[config.mk]
export PLATFORM = sky130hd
export DESIGN_NAME = alu_wide_sequencer
export DESIGN_NICKNAME = d
export VERILOG_FILES = /design/src/rtl/alu_wide_sequencer.sv
export SDC_FILE = /design/constraint.sdc
export NUM_CORES = 1
export LEC_CHECK = 0
export CORE_ASPECT_RATIO = 0.7
export CORE_MARGIN = 1.5
export CORE_UTILIZATION = 40
export CTS_BUF_LIST = sky130_fd_sc_hd__clkbuf_8
export CTS_CLUSTER_SIZE = 40
export DETAILED_ROUTE_END_ITERATION = 6
export PLACE_DENSITY = 0.72
export SYNTH_ARGS = -nofsm -noshare
export SYNTH_HDL_FRONTEND = slang
export SYNTH_SLANG_ARGS = --single-unit
[constraint.sdc]
create_clock -name clk -period 8.1 [get_ports clk]
set_clock_uncertainty 0.05 [all_clocks]
set_input_delay 0.81 -clock clk [delete_from_list [all_inputs] [get_ports clk]]
set_output_delay 0.81 -clock clk [all_outputs]
set_load 0.05 [all_outputs]
[src/rtl/alu_wide_sequencer.sv]
// Drives the 8-bit Alu one byte per cycle, LSB first, to perform an NBYTES-wide
// operation with carry/borrow chained between bytes and a wide zero flag.
module alu_wide_sequencer #(
    parameter int NBYTES = 4
) (
    input  logic                  clk,
    input  logic                  rst,
    input  logic                  start,
    input  logic [2:0]            op,
    input  logic                  cin,
    input  logic [8*NBYTES-1:0]   a,
    input  logic [8*NBYTES-1:0]   b,
    output logic                  busy,
    output logic                  done,
    output logic [8*NBYTES-1:0]   result,
    output logic                  carry,
    output logic                  zero,
    output logic [7:0]            alu_in1,
    output logic [7:0]            alu_in2,
    output logic                  alu_cin,
    output logic [2:0]            alu_opcode,
    input  logic [7:0]            alu_out,
    input  logic                  alu_zero,
    input  logic                  alu_cout
);

    localparam int IW = (NBYTES > 1) ? $clog2(NBYTES) : 1;
    localparam logic [IW-1:0] LAST_IDX = IW'(NBYTES - 1);

    localparam logic [2:0] ADD_FN  = 3'd0;
    localparam logic [2:0] ADDC_FN = 3'd1;
    localparam logic [2:0] SUB_FN  = 3'd2;
    localparam logic [2:0] SUBC_FN = 3'd3;

    typedef enum logic [1:0] {IDLE, RUN, DONE} state_t;

    state_t                state;
    logic [IW-1:0]         idx;
    logic [8*NBYTES-1:0]   a_q;
    logic [8*NBYTES-1:0]   b_q;
    logic [2:0]            op_q;
    logic                  carry_q;
    logic                  zacc;

    logic                  is_add;
    logic                  is_sub;
    logic                  borrow_next;
    logic                  carry_next;

    assign is_add = (op_q == ADD_FN) || (op_q == ADDC_FN);
    assign is_sub = (op_q == SUB_FN) || (op_q == SUBC_FN);

    // The Alu has no borrow output, so the sub chain derives it from the byte operands.
    assign borrow_next = ({1'b0, alu_in1} < ({1'b0, alu_in2} + {8'd0, carry_q}));
    assign carry_next  = is_add ? alu_cout : (is_sub ? borrow_next : 1'b0);

    always_comb begin
        alu_in1    = 8'd0;
        alu_in2    = 8'd0;
        alu_cin    = 1'b0;
        alu_opcode = ADD_FN;
        if (state == RUN) begin
            alu_in1 = a_q[8*idx +: 8];
            alu_in2 = b_q[8*idx +: 8];
            alu_cin = carry_q;
            if (is_add)
                alu_opcode = (idx == '0 && op_q == ADD_FN) ? ADD_FN : ADDC_FN;
            else if (is_sub)
                alu_opcode = (idx == '0 && op_q == SUB_FN) ? SUB_FN : SUBC_FN;
            else
                alu_opcode = op_q;
        end
    end

    always_ff @(posedge clk) begin
        if (rst) begin
            state   <= IDLE;
            idx     <= '0;
            a_q     <= '0;
            b_q     <= '0;
            op_q    <= ADD_FN;
            carry_q <= 1'b0;
            zacc    <= 1'b0;
            busy    <= 1'b0;
            done    <= 1'b0;
            result  <= '0;
            carry   <= 1'b0;
            zero    <= 1'b0;
        end else begin
            case (state)
                IDLE: begin
                    done <= 1'b0;
                    if (start) begin
                        a_q     <= a;
                        b_q     <= b;
                        op_q    <= op;
                        idx     <= '0;
                        carry_q <= (op == ADDC_FN || op == SUBC_FN) ? cin : 1'b0;
                        zacc    <= 1'b1;
                        busy    <= 1'b1;
                        state   <= RUN;
                    end
                end
                RUN: begin
                    result[8*idx +: 8] <= alu_out;
                    zacc    <= zacc & alu_zero;
                    carry_q <= carry_next;
                    idx     <= idx + 1'b1;
                    if (idx == LAST_IDX) begin
                        carry <= carry_next;
                        zero  <= zacc & alu_zero;
                        done  <= 1'b1;
                        state <= DONE;
                    end
                end
                DONE: begin
                    done  <= 1'b0;
                    busy  <= 1'b0;
                    idx   <= '0;
                    state <= IDLE;
                end
                default: state <= IDLE;
            endcase
        end
    end

endmodule

==> results.md <==
* Status: completed
* RSZ-0062 raised after global routing: false
* GRT met1 Usage at 0.2892
* Async SR Flop Fraction at 0
* Number of global-route vias before repair at 4118
* Hold Path Cell Cnt at 2
* Post_cts resized at 0
* Largest net degree at the start of global routing at 111
* Rows at 33
* Footprint of the multi-input gates at 2489 µm²
* Synth area leaders: dfxtp_1 (45%), nand2_1 (11%), a21oi_1 (7.7%), a22oi_1 (4.9%), ha_1 (3.8%)
* First DRT Iteration DRCs at 226
* Worst r2r dst: carry_q
* CTS sink count at 109
* # diodes at 0
* Syn Inst Count at 553
* Fillers at 1106
* Die W at 135.0 µm
* Met3 Resource Use GR at 0.04253
* Yosys warnings at 0
* GRT busiest layer: met2
* Area Growth Syn to Fin at 32.14%
* I/O Buffers at 136
* # DRC at 0
* Initial core utilization at 0.4130
* Hold crit path type: register to register
* Tmin final at 4.121 ns
* Die height at 95.39 µm
* DR pass1 iterations at 5
* Final Hold Vio Count at 0
* H-tree Lvls at 3
* Crit-path max FO at 28
* WHS at 0.4066 ns
* Synth Area per Inst at 8.819 µm²
* Crit end category: register
* Placed Area at 6269 µm²
* Clock-pin slew on the worst setup and hold paths at 0.10 ns
* Drt via density at 5.156
* Setup-failing EPs final at 0
* Placeable core region at 11810 µm²
* Post-Route WL at 13170 µm
* Total gr overflow at 0
* Hold Path End: a_q[23]
* Setup TNS at 0 ns
* Fmax at 0.2427 GHz
* Avg WL per Cell at 15.92 µm
* Most frequent cells in the layout: nand2_1 (149), clkdlybuf4s50_1 (135), dfxtp_1 (108), a21oi_1 (75), nor2_1 (43)
* Fin crit share at 0.5088
* MaxCap Viol Count at 0
* Io pins at 137
* Crit start category: register
* Global-route wire length before repair at 20800 µm
* Most common cell after layout, fill and taps aside: nand2_1
* Total power at 1.058 mW
* Placer Congestion at 0.8060
* Antenna-violating nets left at 0
* Worst vdd ir at 0.00007717 V
* Hold_buf cts at 0
* Sequential area share after synthesis at 0.4474
* Ys flop type: dfxtp_1
* Max Slew Vio Count at 0
* Setup CP Type: register to register
* Longest Clk Path Bufs at 2
* Post-synth EDFFs at 0
* Count of different cell masters after synthesis at 48
* Relative slew slack at 0.2503
* Initial antenna violation count at 0
* Synthesized flop and latch total at 109
* Setup bufs post-CTS at 0
* Worst R2R Start: idx[0]
* Final nets at 761
* Worst EP arrival at 4.35 ns
* Synth top area share at 0.4474
* Synth Cell Area at 4877 µm²
* Hold Startpoint: a_q[23]
* Flip-flop and latch area at 2183 µm²
* Root buffer cell: clkbuf_8
* GR Util All Layers at 0.2095
* Design Area, Final at 6445 µm²
* Met2 GRT Util at 0.3325
* Vias at 4264
* Full die area at 12880 µm²
* Cts bufs inserted at 9
* Power Density at 164.1 nW/µm²
* Required @ worst endpoint at 8.33 ns
* Worst slew pin tran at 1.124 ns
* Fraction of layout cells with a size suffix above 1 at 0.06567
* Worst skew pair latency at 0.37 ns
* Net Count, Synth at 649
* R2R cell count at 14
* Post-synth top area cell: dfxtp_1
* Post-DP HPWL at 9688 µm
* CTS tree: yes
* Flop2flop setup slack at 3.98 ns
* Leakage power at 2.382 nW
==> synth_stat cells (2+ instances only) <==
cell / count
buf_4: 3
inv_1: 7
a22oi_1: 32
mux4_2: 8
o21a_1: 2
buf_6: 2
nor3_1: 4
mux4_1: 6
xnor2_1: 2
ha_1: 15
and2b_1: 2
nand2_2: 3
dfxtp_1: 109
buf_2: 9
nor4b_2: 3
and2_1: 15
a21oi_1: 75
nand3_1: 3
xor2_1: 2
clkbuf_1: 22
nor2_1: 43
o21ai_0: 6
mux2i_1: 7
nand2_1: 149
==> layout make-up <==
| cell class | count | area share |
|---|---|---|
| Clock inverter | 6 | 0.006018 |
| Inverter | 7 | 0.004077 |
| Sequential cell | 109 | 0.3388 |
| Clock buffer | 10 | 0.02136 |
| Timing Repair Buffer | 138 | 0.2132 |
| Tap cell | 157 | 0.03048 |
| Multi-Input combinational cell | 400 | 0.3861 |
==> how the worst max path moves through the flow <==
stage / from / end / slack [ns] / depth (start not counted)
floorplan: idx[0] / carry / 3.92 / 17
finish: idx[0] / carry_q / 3.98 / 14
global placement: idx[0] / carry / 4.15 / 14
CTS: idx[0] / carry_q / 3.96 / 14
global route: idx[0] / carry_q / 3.76 / 14
detailed placement: idx[0] / carry_q / 3.98 / 14
==> layer usage <==
metal	vias up	part of all wire
met5	-	0
met4	0	0.013
met3	14	0.055
met2	112	0.46
met1	2017	0.47
li1	2121	-
==> flip-flops by register name, indices dropped and copies added (netlist names), 2 cells and up <==
name / count
op_q: 3
result: 32
state: 2
idx: 2
b_q: 32
a_q: 32
==> worst max-delay path: stages (launching register included) <==
cell and delay [ns]:
dfxtp_2 0.87, mux4_2 0.58, and2_1 0.18, ha_1 0.22, ha_1 0.24, and2b_1 0.16
o2bb2ai_1 0.15, nand4_2 0.14, xor2_1 0.16, ha_1 0.26, a21o_1 0.16, a21oi_1 0.15
o21ai_0 0.12, o221a_4 0.28, a221oi_1 0.29
==> where the power goes <==
part           switching (mW)  total [mW]  internal (mW)
clock                   0.182       0.302          0.120
sequential             0.0180       0.577          0.559
combinational          0.0964       0.179         0.0825
total                   0.297        1.06          0.761
==> kinds of logic after synthesis <==
kind of cell,count (synthesis),synth area share
AO/OA/AOI/OAI,129,0.1647
XOR/XNOR,4,0.007184
adder cells (fa/ha/maj),15,0.03848
buffers and inverters,44,0.04361
flip-flops,109,0.4474
multiplexers,22,0.08594
AND/OR/NAND/NOR,230,0.2127
==> per-stage QoR <==
stage                     worst slack [ns]  cells  utilization
after global routing                 3.762    827       0.5458
final                                3.979    827       0.5458
after floorplan                      3.924    553            -
after CTS                            3.963    827       0.5458
after detailed placement             3.983    811       0.5308
after global placement               4.146    811       0.5308
Power figures use the tool's default switching activity.
